===== src/rtl/serial_pkg.sv =====
// Shared definitions for the serial receive/transmit blocks: FSM state encoding,
// special characters and the bit-period computation.
package serial_pkg;

    typedef enum logic [2:0] {
        ST_IDLE       = 3'd0,
        ST_WAIT_START = 3'd1,
        ST_START      = 3'd2,
        ST_DATA       = 3'd3,
        ST_STOP       = 3'd4,
        ST_STORE      = 3'd5,
        ST_DONE       = 3'd6
    } state_e;

    localparam logic [7:0] CHAR_CR    = 8'h0D;
    localparam logic [7:0] CHAR_SPACE = 8'h20;

    function automatic int calc_bit_ticks(input int clk_hz, input int baud);
        return clk_hz / baud;
    endfunction

endpackage


===== src/rtl/uart_rx_byte.sv =====
// 8N1 byte receiver: 2-flop synchronizer, bit timer and START/DATA/STOP FSM.
// Emits one-cycle byte_valid / frame_error strobes; disarming returns it to idle.
module uart_rx_byte
    import serial_pkg::*;
#(
    parameter int BIT_TICKS  = 5208,
    parameter int HALF_TICKS = 2604
) (
    input  logic       clk,
    input  logic       reset,
    input  logic       rx_in,
    input  logic       arm,
    output logic [7:0] byte_out,
    output logic       byte_valid,
    output logic       frame_error
);

    localparam int TW = $clog2(BIT_TICKS + 1);
    localparam logic [TW-1:0] BIT_LAST  = TW'(BIT_TICKS - 1);
    localparam logic [TW-1:0] HALF_LAST = TW'(HALF_TICKS - 1);

    logic [1:0]    sync_q;
    state_e        ph_q, ph_d;
    logic [TW-1:0] timer_q, timer_d;
    logic [2:0]    bit_q, bit_d;
    logic [7:0]    shift_q, shift_d;
    logic [7:0]    data_q, data_d;
    logic          valid_q, valid_d;
    logic          ferr_q, ferr_d;
    logic          brk_q, brk_d;
    logic          rx_s;

    assign rx_s        = sync_q[1];
    assign byte_out    = data_q;
    assign byte_valid  = valid_q;
    assign frame_error = ferr_q;

    // Bit-level decode; brk_q holds STOP after a framing error until the line idles high.
    always_comb begin
        ph_d    = ph_q;
        timer_d = timer_q;
        bit_d   = bit_q;
        shift_d = shift_q;
        data_d  = data_q;
        valid_d = 1'b0;
        ferr_d  = 1'b0;
        brk_d   = brk_q;
        if (!arm) begin
            ph_d    = ST_IDLE;
            timer_d = {TW{1'b0}};
            bit_d   = 3'd0;
            brk_d   = 1'b0;
        end else begin
            case (ph_q)
                ST_IDLE: begin
                    ph_d    = ST_WAIT_START;
                    timer_d = {TW{1'b0}};
                end
                ST_WAIT_START: begin
                    if (!rx_s) begin
                        ph_d    = ST_START;
                        timer_d = {TW{1'b0}};
                    end else begin
                        ph_d = ST_WAIT_START;
                    end
                end
                ST_START: begin
                    if (timer_q == HALF_LAST) begin
                        timer_d = {TW{1'b0}};
                        bit_d   = 3'd0;
                        ph_d    = rx_s ? ST_WAIT_START : ST_DATA;
                    end else begin
                        timer_d = timer_q + TW'(1);
                    end
                end
                ST_DATA: begin
                    if (timer_q == BIT_LAST) begin
                        timer_d = {TW{1'b0}};
                        shift_d = {rx_s, shift_q[7:1]};
                        bit_d   = bit_q + 3'd1;
                        if (bit_q == 3'd7) begin
                            ph_d = ST_STOP;
                        end else begin
                            ph_d = ST_DATA;
                        end
                    end else begin
                        timer_d = timer_q + TW'(1);
                    end
                end
                ST_STOP: begin
                    if (brk_q) begin
                        if (rx_s) begin
                            brk_d = 1'b0;
                            ph_d  = ST_WAIT_START;
                        end else begin
                            ph_d = ST_STOP;
                        end
                    end else if (timer_q == BIT_LAST) begin
                        timer_d = {TW{1'b0}};
                        if (rx_s) begin
                            data_d  = shift_q;
                            valid_d = 1'b1;
                            ph_d    = ST_WAIT_START;
                        end else begin
                            ferr_d = 1'b1;
                            brk_d  = 1'b1;
                        end
                    end else begin
                        timer_d = timer_q + TW'(1);
                    end
                end
                default: begin
                    ph_d = ST_IDLE;
                end
            endcase
        end
    end

    // State registers; the synchronizer resets to the idle (high) line level.
    always_ff @(posedge clk) begin
        if (!reset) begin
            sync_q  <= 2'b11;
            ph_q    <= ST_IDLE;
            timer_q <= {TW{1'b0}};
            bit_q   <= 3'd0;
            shift_q <= 8'h00;
            data_q  <= 8'h00;
            valid_q <= 1'b0;
            ferr_q  <= 1'b0;
            brk_q   <= 1'b0;
        end else begin
            sync_q  <= {sync_q[0], rx_in};
            ph_q    <= ph_d;
            timer_q <= timer_d;
            bit_q   <= bit_d;
            shift_q <= shift_d;
            data_q  <= data_d;
            valid_q <= valid_d;
            ferr_q  <= ferr_d;
            brk_q   <= brk_d;
        end
    end

endmodule


===== src/rtl/string_rx_serial.sv =====
// Receives NUM_CHARS UART characters into string_out (first char in the MSBs).
// Optional macro STRING_RX_TERMINATOR_EN: a received CR ends the string, space-padded.
module string_rx_serial
    import serial_pkg::*;
#(
    parameter int CLK_FREQUENCY = 100_000_000,
    parameter int BAUD_RATE     = 19_200,
    parameter int NUM_CHARS     = 16
) (
    input  logic                   clk,
    input  logic                   reset,
    input  logic                   rx_in,
    input  logic                   enable,
    output logic [8*NUM_CHARS-1:0] string_out,
    output logic                   done,
    output logic                   rx_error
);

    localparam int BIT_TICKS  = calc_bit_ticks(CLK_FREQUENCY, BAUD_RATE);
    localparam int HALF_TICKS = BIT_TICKS / 2;
    localparam int IW         = (NUM_CHARS > 1) ? $clog2(NUM_CHARS) : 1;
    localparam logic [IW-1:0] IDX_LAST = IW'(NUM_CHARS - 1);

    state_e                 state_q, state_d;
    logic [IW-1:0]          idx_q, idx_d;
    logic [8*NUM_CHARS-1:0] str_q, str_d;
    logic                   done_q, done_d;
    logic                   err_q, err_d;
    logic                   arm_s;
    logic                   term_s;
    logic                   full_s;
    logic [7:0]             rx_byte_s;
    logic                   rx_valid_s;
    logic                   rx_ferr_s;

    assign string_out = str_q;
    assign done       = done_q;
    assign rx_error   = err_q;
    // Receiver stays armed through STORE so a start edge right after a stop bit is kept.
    assign arm_s      = enable && ((state_q == ST_WAIT_START) || (state_q == ST_STORE));

    uart_rx_byte #(
        .BIT_TICKS  (BIT_TICKS),
        .HALF_TICKS (HALF_TICKS)
    ) u_rx (
        .clk         (clk),
        .reset       (reset),
        .rx_in       (rx_in),
        .arm         (arm_s),
        .byte_out    (rx_byte_s),
        .byte_valid  (rx_valid_s),
        .frame_error (rx_ferr_s)
    );

`ifdef STRING_RX_TERMINATOR_EN
    assign term_s = (rx_byte_s == CHAR_CR);
`else
    assign term_s = 1'b0;
`endif

    // String assembly and enable handshake.
    always_comb begin
        state_d = state_q;
        idx_d   = idx_q;
        str_d   = str_q;
        err_d   = err_q;
        full_s  = 1'b0;
        case (state_q)
            ST_IDLE: begin
                if (enable) begin
                    state_d = ST_WAIT_START;
                    idx_d   = {IW{1'b0}};
                    str_d   = {(8*NUM_CHARS){1'b0}};
                    err_d   = 1'b0;
                end else begin
                    state_d = ST_IDLE;
                end
            end
            ST_WAIT_START: begin
                if (!enable) begin
                    state_d = ST_IDLE;
                end else begin
                    if (rx_ferr_s) begin
                        err_d = 1'b1;
                    end else begin
                        err_d = err_q;
                    end
                    state_d = rx_valid_s ? ST_STORE : ST_WAIT_START;
                end
            end
            ST_STORE: begin
                if (term_s) begin
                    for (int i = 0; i < NUM_CHARS; i++) begin
                        if (i >= int'(idx_q)) begin
                            str_d[8*(NUM_CHARS-1-i) +: 8] = CHAR_SPACE;
                        end else begin
                            str_d[8*(NUM_CHARS-1-i) +: 8] = str_q[8*(NUM_CHARS-1-i) +: 8];
                        end
                    end
                    full_s = 1'b1;
                end else begin
                    for (int i = 0; i < NUM_CHARS; i++) begin
                        if (IW'(i) == idx_q) begin
                            str_d[8*(NUM_CHARS-1-i) +: 8] = rx_byte_s;
                        end else begin
                            str_d[8*(NUM_CHARS-1-i) +: 8] = str_q[8*(NUM_CHARS-1-i) +: 8];
                        end
                    end
                    idx_d  = idx_q + IW'(1);
                    full_s = (idx_q == IDX_LAST);
                end
                if (!enable) begin
                    state_d = ST_IDLE;
                end else if (full_s) begin
                    state_d = ST_DONE;
                end else begin
                    state_d = ST_WAIT_START;
                end
            end
            ST_DONE: begin
                state_d = enable ? ST_DONE : ST_IDLE;
            end
            default: begin
                state_d = ST_IDLE;
            end
        endcase
        done_d = (state_d == ST_DONE);
    end

    // Handshake registers.
    always_ff @(posedge clk) begin
        if (!reset) begin
            state_q <= ST_IDLE;
            idx_q   <= {IW{1'b0}};
            str_q   <= {(8*NUM_CHARS){1'b0}};
            done_q  <= 1'b0;
            err_q   <= 1'b0;
        end else begin
            state_q <= state_d;
            idx_q   <= idx_d;
            str_q   <= str_d;
            done_q  <= done_d;
            err_q   <= err_d;
        end
    end

endmodule

===== config.mk =====
export PLATFORM = sky130hd
export DESIGN_NAME = string_rx_serial
export DESIGN_NICKNAME = d
export VERILOG_FILES = /design/src/rtl/serial_pkg.sv /design/src/rtl/uart_rx_byte.sv /design/src/rtl/string_rx_serial.sv
export SDC_FILE = /design/constraint.sdc
export NUM_CORES = 1
export LEC_CHECK = 0
export ABC_AREA = 0
export CAP_MARGIN = 25
export CORE_ASPECT_RATIO = 0.75
export CORE_MARGIN = 5
export CORE_UTILIZATION = 53
export DETAILED_ROUTE_END_ITERATION = 10
export PLACE_DENSITY_LB_ADDON = 0.08
export SLEW_MARGIN = 30
export SYNTH_ARGS = -nofsm -noshare
export SYNTH_HDL_FRONTEND = slang
export SYNTH_SLANG_ARGS = --single-unit
export TNS_END_PERCENT = 30

===== constraint.sdc =====
create_clock -name clk -period 2.5 [get_ports clk]
set_clock_uncertainty 0.15 [all_clocks]
set_input_delay 0.5 -clock clk [delete_from_list [all_inputs] [get_ports clk]]
set_output_delay 0.5 -clock clk [all_outputs]
set_load 0.005 [all_outputs]

Word-level counts from Yosys, hierarchy flattened --
Index checks and enable logic that the tools add are counted.
Storage, ports and cells: output and inout port bits 130, input port bits 4, logic and storage cells 178, register bits 177
Operators by class: $add $sub $neg 3, multiplexer cells 54, equality and inequality tests 52, reductions and logical operators 35, bitwise gates (word level) 5
Operator list (number):
- $pmux W128 S2 | 1
- $mux W128 | 1
- $mux W8 | 16
- $pmux W13 S5 | 1
- $reduce_and A3 Y1 | 19
- $mux W13 | 4
- $mux W3 | 14
- $ne A2 B1 Y1 const B | 19
- $eq A4 B4 Y1 const A | 8
- $eq A3 B4 Y1 const A | 4
- $eq A3 B3 Y1 const B | 5
- $pmux W3 S5 | 1
- $add A13 B1 Y13 const B | 1
- $eq A13 B12 Y1 const B | 1
- $eq A13 B13 Y1 const B | 1
- $pmux W3 S4 | 1
- $mux W1 | 9
- $eq A2 B4 Y1 const A | 2
- $ne A2 B2 Y1 const B | 4
- $pmux W4 S2 | 1
- $reduce_and A4 Y1 | 2
- $eq A3 B1 Y1 const B | 2
- $eq A3 B2 Y1 const B | 2
- $logic_not A3 Y1 | 2
- other kinds (19) | 28

Longest topological paths before layout --
depth after elaboration 6, mapped depth 9, gate-level depth less buffers 6

By module --
A second synthesis with hierarchy kept.
Unflattened totals: cells, all modules 752, area total of the unflattened synthesis 7018.0 µm²
By module, submodules not included:
- string_rx_serial | cells an instance 519, seq. area each 2742.6 µm², area each 5081.1 µm², instances 1
- uart_rx_byte | cells an instance 233, seq. area each 800.8 µm², area each 1936.9 µm², instances 1

Worst setup path before layout --
OpenSTA, ideal clock, no wires.
kind reg-to-reg, start point register u_rx.timer_q[0], end point register u_rx.data_q[0] (netlist: u_rx.byte_out[0]), arrival time 1.795 ns, required time 2.234 ns, setup time 0.116 ns, buffers on the path 0, period minus slack after synthesis 2.062 ns, slack 0.438 ns, stages on the path, launching flop included 7, path through dfxtp_1 ha_1 nor3b_4 nand4_4 nor4_4 mux2i_1 nor2b_1
Between the ends: word-level cells in the longest chain between the ends 2
Ends and longest elaborated chain:
- from (decl) | RTL line uart_rx_byte.sv:24 | logic [TW-1:0] timer_q, timer_d;
- from (signal assigned) | RTL line uart_rx_byte.sv:124 | timer_q <= {TW{1'b0}};
- from (signal assigned) | RTL line uart_rx_byte.sv:134 | timer_q <= timer_d;
- $eq A13 B13 Y1 | RTL line uart_rx_byte.sv:98 | end else if (timer_q == BIT_LAST) begin
- $reduce_and A5 Y1 (no line)
- to (signal assigned) | RTL line uart_rx_byte.sv:137 | data_q <= data_d;
- to (decl) | RTL line uart_rx_byte.sv:27 | logic [7:0] data_q, data_d;
No other way between the ends. A chain may end at the register's enable or synchronous reset.

Final worst setup path --
start point register u_rx.ph_q[2], end point register u_rx.timer_q[2]
Between the ends: word-level cells in the longest chain between the ends 3, elaborated cells on any way between the ends 10, those cells by class 6 x eq/ne; 1 x mux; 3 x reduce/logical
Ends and longest elaborated chain:
- from (decl) | RTL line uart_rx_byte.sv:23 | state_e ph_q, ph_d;
- from (signal assigned) | RTL line uart_rx_byte.sv:133 | ph_q <= ph_d;
- $eq A3 B1 Y1, or another cell as far along | RTL line uart_rx_byte.sv:54 | case (ph_q)
- $reduce_bool A5 Y1 (no line) / $ne A2 B2 Y1 (equally long branches)
- $reduce_and A3 Y1 (no line)
Parallel ways exist; a longest one is shown, timed or not.

==> summary.txt <==
Ys Warns: 0
Internal Dissipation: 4.31 mW
Clk slew on worst S/H paths: 70 ps
Seq pwr share: 50.2%
Sequential element share of the synthesized area: 47.5%
Initial DRC count: 440
Period minus WS final: 2220 ps
Pwr dens: 593 nW/um^2
Setup WS pre-CTS: 144 ps
P_sw: 1.32 mW
Most common cell after layout, fill and taps aside: dfxtp_1
Lkg Pwr: 3.35 nW
GRT Util Overall: 23.2%
Skew-Pair Late Insertion Delay: 420 ps
Share of layout cells above drive strength 1: 7.21%
Final hold violations: 0
Post-CTS setup buffers: 0
Initial Util: 54.3%
Avg WL per Cell: 16.6 um
Final instance area: 9490 sq um
Most frequent cells in the layout: dfxtp_1, nand2_1, clkdlybuf4s50_1
Detailed-route via count: 6437
Total CTS buffers: 17
Switching Fraction: 23.5%
FF+latch count, synth: 177
Worst Hold Class: reg -> reg
Die Area: 16600 sq um
CTS H-tree lvls: 4
Initial antenna violation count: 0
Max clock buf depth: 2
Synth Area in Compound Gates: 13.2%
Multiplexer share of the synthesized area: 3.35%
Max rail drop VDD: 500 uV
First-pass GRT wire length: 31.6 mm
Pins Over Slew Limit: 0
Post-DP HPWL: 13.4 mm
Xor/xnor cell area share of the yosys netlist: 0.235%
Critical path fanouts, max: 22
Clock group share of total power: 47.0%
CP arrival: 2420 ps
Maximum Capacitance Violations: 0
Final setup vio count: 0
Fin crit share: 88.8%
Antenna-violating nets left: 0
Cell Area, Placed: 8910 sq um
Overflow after GRT: 0
Crit. End Element: register
Syn Inst Count: 876
Mapped Nets: 888
Nets: 999
Number of port buffers: 133
# rows: 37
Syn Std Cell Area: 7470 sq um
Syn avg cell area: 8.52 sq um
Residual DRC count: 0
Simple-gate portion of the synthesized area: 29.5%
N_diodes: 0
Critical Path Source Type: register
Status: completed
Synth Area in Adders: 1.34%
Count of cell types in the netlist: 53
CTS tree: done
Vias per cell: 5.48
Post-layout util: 69.0%
GP Congestion: 0.877
Die height: 113 um
Post-CTS Resized: 0
Final WL: 19.5 mm
Hold_buf cts: 0
Main combinational cell family by area after synthesis: simple AND/OR/NAND/NOR gates
Final WS setup: 281 ps
Die X-Extent: 147 um
Relative slew margins: 54.4%
Area delta synth->final: 27.1%
Largest net degree at the start of global routing: 51
Clk sink count: 177
Root Buffer: clkbuf_16
Worst-margin pin slew: 682 ps
1st-pass router iterations: 5
CP Class: reg -> reg
Logic pwr share: 2.8%
Fmax: 451 MHz
# IOs: 134
CORE AREA: 13700 sq um
TNS Setup: 0 ps
RSZ-0062 raised after global routing: no
Vias in the first global route: 6151
WP data required: 2700 ps
## synth_stat cells (all sizes together)
cell	n	area share, %
a211oi	4	0.40
nand4b	3	0.35
a2111oi	2	0.23
a21oi	10	0.67
nand3	76	5.1
o41ai	1	0.12
nand3b	1	0.10
a32oi	1	0.12
nor2b	22	1.8
nor4b	1	0.12
a22o	1	0.12
nand2	136	6.8
and2b	1	0.12
o311ai	1	0.12
dfxtp	177	47
and3	8	0.67
and4bb	1	0.17
and2	107	9.0
nor4	1	0.28
nor2	26	1.3
or3b	2	0.23
a31oi	18	1.5
o31ai	1	0.10
a22oi	2	0.20
nand4	5	0.62
o21a	1	0.10
nor4bb	1	0.13
inv	13	0.65
xnor2	2	0.23
and3b	4	0.50
nor3	4	0.42
ha	8	1.3
mux2i	25	3.4
a21boi	26	2.6
buf	21	1.8
nor3b	3	0.45
o21ai	101	6.8
o22ai	1	0.084
and4	6	0.74
clkbuf	45	2.4
or2	3	0.25
nand2b	4	0.34
## sequential cells by signal, summed over array words and instances (netlist names), 2 cells and up
signal / cells
idx_q: 4
state_q: 3
string_out: 128
u_rx.bit_q: 3
u_rx.byte_out: 8
u_rx.ph_q: 3
u_rx.shift_q: 8
u_rx.sync_q: 2
u_rx.timer_q: 13
## stage by stage
| stage | hold WS [ps] | power (mW) | instances |
|---|---|---|---|
| floorplan | 236 | 3.00 | 876 |
| detailed placement | 270 | 3.05 | 1143 |
| global route | 301 | 5.81 | 1174 |
| finish | 293 | 5.63 | 1174 |
| global placement | 271 | 3.04 | 1143 |
| CTS | 291 | 5.66 | 1174 |
## path summary, 6_finish.rpt
path	endpoint	start	slack, ps	cells past startpoint
min	u_rx.sync_q[1]	u_rx.sync_q[0]	290	1
max reg2reg	u_rx.timer_q[2]	u_rx.ph_q[2]	280	6
min reg2reg	u_rx.sync_q[1]	u_rx.sync_q[0]	290	1
max	u_rx.timer_q[2]	u_rx.ph_q[2]	280	6
## critical path: stages, from the launching register on
cell and delay (ps):
dfxtp_1 500, nor3b_1 450, nor2_1 130, o22ai_1 250
buf_12 190, or3b_1 350, a21oi_1 130
## kinds of logic (layout without fill, tap and decap cells)
kind of cell,count (synthesis),count (layout)
AOI/OAI and AO/OA,170,170
DFF,177,177
xor gates and xnor gates,2,2
buffers and inverters,79,202
and+or+nand+nor,415,415
adders and majority gates,8,8
muxes,25,25
## layer usage
metal | track usage (%) | vias to the layer above | share of wire [%]
met5 | 0 | - | 0
met4 | 5.09 | 0 | 0.86
met3 | 5.72 | 18 | 6.7
met2 | 38.3 | 204 | 47
met1 | 31.0 | 3027 | 45
li1 | - | 3188 | -
## power by group through the flow
stage	clock network, mW	logic (mW)	registers (mW)
2_1_floorplan	0	0.116	2.89
3_3_place_gp	0	0.155	2.89
3_5_place_dp	0	0.158	2.89
4_1_cts	2.67	0.158	2.82
5_1_grt	2.81	0.177	2.82
6_report	2.65	0.160	2.82
## final cells by class
cell class                 count  area (sq um)
fill                        1088          4260
multi-input combinational    620          3570
sequential                   177          3540
timing repair buffer         158          1530
clock buffer                  18           439
tap                          175           219
clock inverter                13           145
inverter                      13          48.8
Note: power is estimated with default switching activity, not from simulation.
